### config.mk
export PLATFORM = sky130hd
export DESIGN_NAME = paddle_ctrl_flat
export DESIGN_NICKNAME = d
export VERILOG_FILES = /design/src/rtl/paddle_ctrl_if.sv /design/src/rtl/paddle_ctrl.sv /design/src/flat_wrapper.sv
export SDC_FILE = /design/constraint.sdc
export NUM_CORES = 1
export LEC_CHECK = 0
export ABC_CLOCK_PERIOD_IN_PS = 7350
export BUFFER_PORTS_ARGS = -buffer_cell sky130_fd_sc_hd__buf_4
export CAP_MARGIN = 20
export CORE_MARGIN = 10
export CORE_UTILIZATION = 60
export CTS_BUF_LIST = sky130_fd_sc_hd__clkbuf_8
export DETAILED_ROUTE_END_ITERATION = 6
export GPL_TIMING_DRIVEN = 0
export PLACE_DENSITY = 0.8
export SKIP_LAST_GASP = 1
export SLEW_MARGIN = 20
export SYNTH_ARGS = -nofsm -noshare
export SYNTH_HDL_FRONTEND = slang
export SYNTH_SLANG_ARGS = --single-unit
### constraint.sdc
create_clock -name clk -period 7.35 [get_ports clk]
set_input_delay 0.3675 -clock clk [delete_from_list [all_inputs] [get_ports clk]]
set_output_delay 0.3675 -clock clk [all_outputs]
set_load 0.01 [all_outputs]
### src/rtl/paddle_ctrl_if.sv
// Paddle controller signal bundle: requests and scan position in, paddle state out.
// The master drives the requests and scan coordinates; the slave (the controller) drives the paddle state.
interface paddle_ctrl_if #(
  parameter int RW = 9,
  parameter int CW = 10,
  parameter int SW = 3
);
  logic          up;
  logic          down;
  logic          auto_en;
  logic [RW-1:0] ball_y;
  logic [RW-1:0] row;
  logic [CW-1:0] col;
  logic [RW-1:0] pos;
  logic          paddle_present;
  logic [1:0]    dir;
  logic [SW-1:0] speed;

  modport master (
    output up, down, auto_en, ball_y, row, col,
    input  pos, paddle_present, dir, speed
  );

  modport slave (
    input  up, down, auto_en, ball_y, row, col,
    output pos, paddle_present, dir, speed
  );
endinterface

### src/rtl/paddle_ctrl.sv
// Paddle position controller with manual/auto-track modes and stepped acceleration.
// pos/dir/speed update on the movement tick and are visible one cycle later; paddle_present is combinational.
module paddle_ctrl #(
  parameter int CLKS_PER_MOVE  = 250_000,
  parameter int ACTIVE_ROWS    = 480,
  parameter int ACTIVE_COLS    = 640,
  parameter int WIDTH          = 16,
  parameter int HEIGHT         = 64,
  parameter int IS_LEFT_PADDLE = 1,
  parameter int MARGIN         = 4,
  parameter int MAX_STEP       = 4,
  parameter int ACCEL_MOVES    = 8,
  parameter int DEADBAND       = 8
) (
  input logic           clk,
  input logic           rst,
  paddle_ctrl_if.slave  bus
);
  localparam int RW   = $clog2(ACTIVE_ROWS);
  localparam int CW   = $clog2(ACTIVE_COLS);
  localparam int SW   = $clog2(MAX_STEP + 1);
  localparam int TW   = $clog2(CLKS_PER_MOVE);
  localparam int NW   = $clog2(ACCEL_MOVES) + 1;
  localparam int XPOS = (IS_LEFT_PADDLE != 0) ? WIDTH / 2 : ACTIVE_COLS - 1 - WIDTH * 3 / 2;

  localparam logic [RW:0]   TOP_LIM = (RW+1)'(MARGIN);
  localparam logic [RW:0]   BOT_LIM = (RW+1)'(ACTIVE_ROWS - HEIGHT - MARGIN);
  localparam logic [RW-1:0] Y_INIT  = RW'(ACTIVE_ROWS / 2 - HEIGHT / 2);

  typedef enum logic [1:0] {
    IDLE = 2'b00,
    UP   = 2'b01,
    DOWN = 2'b10
  } state_t;

  state_t        state_q, state_d, req;
  logic [TW-1:0] cnt_q;
  logic [RW-1:0] y_q, y_d;
  logic [SW-1:0] step_q, step_d, move;
  logic [NW-1:0] run_q, run_d;
  logic          tick, go;
  logic [RW:0]   centre, ball_w, move_w, y_w;

  assign tick   = (cnt_q == TW'(CLKS_PER_MOVE - 1));
  assign y_w    = {1'b0, y_q};
  assign centre = y_w + (RW+1)'(HEIGHT / 2);
  assign ball_w = {1'b0, bus.ball_y};
  assign move_w = (RW+1)'(move);

  always_ff @(posedge clk) begin
    if (rst) begin
      cnt_q   <= '0;
      state_q <= IDLE;
      y_q     <= Y_INIT;
      step_q  <= SW'(1);
      run_q   <= '0;
    end else begin
      cnt_q   <= tick ? '0 : cnt_q + TW'(1);
      state_q <= state_d;
      y_q     <= y_d;
      step_q  <= step_d;
      run_q   <= run_d;
    end
  end

  // Auto mode works in RW+1 bits so neither side of the deadband compare can wrap.
  always_comb begin
    req = IDLE;
    if (bus.auto_en) begin
      if (ball_w + (RW+1)'(DEADBAND) < centre) req = UP;
      else if (ball_w > centre + (RW+1)'(DEADBAND)) req = DOWN;
    end else if (bus.up && !bus.down) begin
      req = UP;
    end else if (bus.down && !bus.up) begin
      req = DOWN;
    end
  end

  always_comb begin
    state_d = state_q;
    y_d     = y_q;
    step_d  = step_q;
    run_d   = run_q;
    move    = '0;
    go      = 1'b0;
    if (tick) begin
      if (req == IDLE) begin
        state_d = IDLE;
        step_d  = SW'(1);
        run_d   = '0;
      end else if (req != state_q) begin
        state_d = req;
        step_d  = SW'(1);
        run_d   = '0;
        move    = SW'(1);
        go      = 1'b1;
      end else begin
        move = step_q;
        go   = 1'b1;
        if (int'(run_q) + 1 >= ACCEL_MOVES - 1) begin
          if (int'(step_q) < MAX_STEP) begin
            step_d = step_q + SW'(1);
            run_d  = '0;
          end else begin
            run_d = NW'(ACCEL_MOVES - 1);
          end
        end else begin
          run_d = run_q + NW'(1);
        end
      end
      // Hitting an edge drops back to the slowest step but keeps the direction.
      if (go) begin
        if (state_d == UP) begin
          if (y_w < TOP_LIM + move_w) begin
            y_d    = TOP_LIM[RW-1:0];
            step_d = SW'(1);
            run_d  = '0;
          end else begin
            y_d = y_q - RW'(move);
          end
        end else begin
          if (y_w + move_w > BOT_LIM) begin
            y_d    = BOT_LIM[RW-1:0];
            step_d = SW'(1);
            run_d  = '0;
          end else begin
            y_d = y_q + RW'(move);
          end
        end
      end
    end
  end

  assign bus.pos   = y_q;
  assign bus.dir   = state_q;
  assign bus.speed = step_q;

  assign bus.paddle_present = ({1'b0, bus.row} >= y_w) &&
                              ({1'b0, bus.row} <  y_w + (RW+1)'(HEIGHT)) &&
                              ({1'b0, bus.col} >= (CW+1)'(XPOS)) &&
                              ({1'b0, bus.col} <  (CW+1)'(XPOS + WIDTH));
endmodule

### src/flat_wrapper.sv
// flat-port wrapper written by rule: the top's interface ports become plain ports
module paddle_ctrl_flat 
#(
  parameter int CLKS_PER_MOVE  = 250_000,
  parameter int ACTIVE_ROWS    = 480,
  parameter int ACTIVE_COLS    = 640,
  parameter int WIDTH          = 16,
  parameter int HEIGHT         = 64,
  parameter int IS_LEFT_PADDLE = 1,
  parameter int MARGIN         = 4,
  parameter int MAX_STEP       = 4,
  parameter int ACCEL_MOVES    = 8,
  parameter int DEADBAND       = 8
)
  (clk, rst, bus_up, bus_down, bus_auto_en, bus_ball_y, bus_row, bus_col, bus_pos, bus_paddle_present, bus_dir, bus_speed);
  paddle_ctrl_if #(.RW(9), .CW(10), .SW(3)) bus_i ();
  input logic clk;
  input logic rst;
  input wire logic [$bits(bus_i.up)-1:0] bus_up;
  input wire logic [$bits(bus_i.down)-1:0] bus_down;
  input wire logic [$bits(bus_i.auto_en)-1:0] bus_auto_en;
  input wire logic [$bits(bus_i.ball_y)-1:0] bus_ball_y;
  input wire logic [$bits(bus_i.row)-1:0] bus_row;
  input wire logic [$bits(bus_i.col)-1:0] bus_col;
  output wire logic [$bits(bus_i.pos)-1:0] bus_pos;
  output wire logic [$bits(bus_i.paddle_present)-1:0] bus_paddle_present;
  output wire logic [$bits(bus_i.dir)-1:0] bus_dir;
  output wire logic [$bits(bus_i.speed)-1:0] bus_speed;
  assign bus_i.up = bus_up;
  assign bus_i.down = bus_down;
  assign bus_i.auto_en = bus_auto_en;
  assign bus_i.ball_y = bus_ball_y;
  assign bus_i.row = bus_row;
  assign bus_i.col = bus_col;
  assign bus_pos = bus_i.pos;
  assign bus_paddle_present = bus_i.paddle_present;
  assign bus_dir = bus_i.dir;
  assign bus_speed = bus_i.speed;
  paddle_ctrl #(.CLKS_PER_MOVE(CLKS_PER_MOVE), .ACTIVE_ROWS(ACTIVE_ROWS), .ACTIVE_COLS(ACTIVE_COLS), .WIDTH(WIDTH), .HEIGHT(HEIGHT), .IS_LEFT_PADDLE(IS_LEFT_PADDLE), .MARGIN(MARGIN), .MAX_STEP(MAX_STEP), .ACCEL_MOVES(ACCEL_MOVES), .DEADBAND(DEADBAND)) u_core (.clk(clk), .rst(rst), .bus(bus_i));
endmodule
==> impl_metrics.py <==
metrics = {
    "layout": {
        "most-common-layout-cells": "ha_1 (53), nor2_1 (45), buf_4 (44)",
        "syn2layout_area_growth_pct": 14.10,
        "drive_gt1_share_pct": 18.79,
        "n_fill_cell": 508,
        "antennaDiodeCount": 0,
        "final_common_cell": "ha_1",
        "nets": 568,
    },
    "cts": {
        "postCtsSetupRepairBufs": 0,
        "post_cts_resized": 0,
        "cts_root_buffer": "clkbuf_8",
        "cts_inserted_buffers": 5,
        "holdBufCountCts": 0,
        "path_clk_slew_ps": 70,
        "clock_sinks": 36,
        "htree_levels": 2,
        "insertion_delay_ps": 290,
        "cts_max_path_buffers": 2,
        "cts_tree": "done",
    },
    "floorplan": {
        "ios": 48,
        "die-area_um2": 9466,
        "die_x_um": 97.30,
        "die_h_um": 97.30,
        "rows": 28,
        "core-area_um2": 5851,
        "initial_utilization_pct": 61.27,
    },
    "timing": {
        "whs_ps": 443.4,
        "tightest_slew_ps": 570.4,
        "post-route-min-period_ps": 5844,
        "worst_clock_skew_ps": 2.886,
        "setup_viol": 0,
        "report.final.slew_viol_count": 0,
        "relSlewSlack_pct": 61.75,
        "fin_setup_tns_ps": 0,
        "worst_slack_ps": 1506,
        "rsz0062_at_grt": "false",
        "hold_viol_final": 0,
        "period_share_pct": 79.52,
        "fmax_mhz": 171.1,
    },
    "global_routing": {
        "antenna_found_initial": 0,
        "grt_pass1_wl_um": 15560,
        "grt-ovfl-total": 0,
        "grt_pass1_vias": 3274,
        "grt_max_degree": 12,
        "grt_usage_pct": 18.87,
    },
    "routing": {
        "drtIter0Drc": 213,
        "vias": 3310,
        "first_pass_iters": 4,
        "drc": 0,
        "ant_nets": 0,
        "drt_wl_total_um": 9087,
        "wl_per_cell_um": 16.40,
        "via_per_inst": 5.975,
    },
    "hold_path": {
        "hold_start": "rst",
        "holdPathStages": 3,
        "worstHoldPathType": "input port to flop",
    },
    "worst_setup_path": {
        "arrival_ps": 6030,
        "r2r-start": "u_core.bus.pos[6]$_SDFFE_PP1P_",
        "crit_type": "flop to flop",
        "cp_max_fo": 8,
        "critPathLaunch": "u_core.bus.pos[6]$_SDFFE_PP1P_",
        "cp-end-kind": "flop",
        "crit_path_start_kind": "flop",
        "r2r_cells": 23,
        "crit_required_ps": 7530,
    },
    "flow_run": {
        "drv_cap": 0,
    },
    "place": {
        "gp_congestion": 0.9160,
        "hpwl_um": 7291,
        "io_buffers": 44,
        "pre_cts_slack_ps": 1602,
    },
    "pwr": {
        "ir_worst_vdd_uv": 103.7,
        "power.density_nw_per_um2": 100.0,
        "p_leak_nw": 1.702,
    },
    "synth": {
        "yosysSeqAreaShare_pct": 20.10,
        "ys.warnings.count": 0,
        "synthFlopType": "dfxtp_1",
        "postSynth.asyncResetShare_pct": 0,
        "postSynthCellCount": 428,
        "ys_seq_elements": 36,
        "synth_nets": 517,
        "avgSynthCellArea_um2": 8.375,
        "ys_types": 79,
        "synth_edf_count": 0,
        "netlist_area_um2": 3585,
    },
    "run_status": {
        "outcome": "complete, no violations",
    },
}
-- sequential cells by signal, summed over array words and instances, names as in the netlist --
| register | flops |
|---|---|
| u_core.bus.dir | 2 |
| u_core.run_q | 4 |
| u_core.bus.speed | 3 |
| u_core.cnt_q | 18 |
| u_core.bus.pos | 9 |
-- power breakdown --
| group | switching (mW) | internal [mW] | total [mW] |
|---|---|---|---|
| clock network | 0.0717 | 0.0642 | 0.136 |
| logic | 0.0413 | 0.0344 | 0.0757 |
| registers | 0.00119 | 0.196 | 0.198 |
| total | 0.114 | 0.295 | 0.409 |
-- per-stage QoR --
stage / total power, mW / instance area (µm²) / utilization (%) / cells
final: 0.4090 / 4090 / 69.91 / 554
after global routing: 0.4295 / 4090 / 69.91 / 554
after CTS: 0.4114 / 4090 / 69.91 / 554
after detailed placement: 0.2769 / 4009 / 68.52 / 547
after global placement: 0.2735 / 4009 / 68.52 / 547
after floorplan: 0.2486 / 3585 / - / 428
-- cells in the mapped netlist, types with 3 or more instances --
cell type,instances,area [µm²]
nor3_1,8,40.04
clkbuf_1,3,11.26
inv_1,25,93.84
dfxtp_1,36,720.7
a211oi_1,7,52.55
a211oi_2,3,37.54
o31ai_1,3,22.52
nand3b_1,3,22.52
buf_6,3,33.78
ha_1,53,663.1
nor2_1,45,168.9
a21oi_1,24,120.1
nand2b_1,5,31.28
o21a_1,4,30.03
fa_1,3,60.06
o21bai_1,5,37.54
a32oi_1,3,26.28
and3_1,4,25.02
xor2_1,14,122.6
a31oi_1,4,25.02
and2_1,6,37.54
nor4b_1,3,26.28
o21ai_0,18,90.09
buf_2,3,15.01
nand4_1,6,37.54
nor4_1,3,18.77
or2_2,3,18.77
a21o_1,3,22.52
nand3_1,19,95.09
xnor2_1,15,131.4
nand2_1,34,127.6
nor2b_1,3,18.77
-- layer usage --
metal	track usage [%]	up-vias	wire length [µm]
met4	4.251	0	136
met5	0	-	0
li1	-	1646	-
met3	3.343	17	512
met1	22.08	1553	3802
met2	34.57	94	4637
-- critical path, cell delays in order (launching register included) --
cell,delay [ps]
dfxtp_1,500
inv_1,220
ha_1,360
inv_1,70
nor4_1,310
xor2_1,150
ha_1,320
nand3_1,110
a31o_1,200
a211o_1,340
o21a_4,260
a31oi_1,200
nor2_1,90
a211oi_1,370
ha_1,270
fa_1,220
a21oi_1,90
or2_4,250
a211oi_2,220
xnor2_1,190
nand3_2,260
a32oi_4,410
nor4_2,100
a22o_1,220
-- final timing paths --
path / to / slack, ps
worst min register to register: u_core.cnt_q[0]$_SDFF_PP0_ / 490
worst min-delay path: u_core.bus.pos[2]$_SDFFE_PP0P_ / 440
worst max register to register: u_core.run_q[1]$_SDFFE_PP0P_ / 1510
worst max-delay path: u_core.run_q[1]$_SDFFE_PP0P_ / 1510
-- cell type report --
cell class | count | area, µm² | share of cell area [%]
clock inverters | 2 | 12.51 | 0.3059
inverters | 27 | 103.9 | 2.539
multi-input cells | 354 | 2683 | 65.59
well taps | 75 | 93.84 | 2.294
plain buffers | 11 | 77.57 | 1.897
clock buffers | 5 | 68.82 | 1.682
repair buffers | 44 | 330.3 | 8.076
flip-flops and latches | 36 | 720.7 | 17.62
-- cells by family (layout without fill, tap and decap cells) --
kind of cell / Yosys count / in the layout / synth area share (%)
AND/OR/NAND/NOR: 161 / 161 / 23.35
AO/OA/AOI/OAI: 104 / 104 / 22.44
adder cells (fa/ha/maj): 56 / 56 / 20.17
buffers and inverters: 38 / 89 / 5.061
flip-flops: 36 / 36 / 20.10
XOR/XNOR: 31 / 31 / 8.308
multiplexers: 2 / 2 / 0.5585
Power figures use the tool's default switching activity.
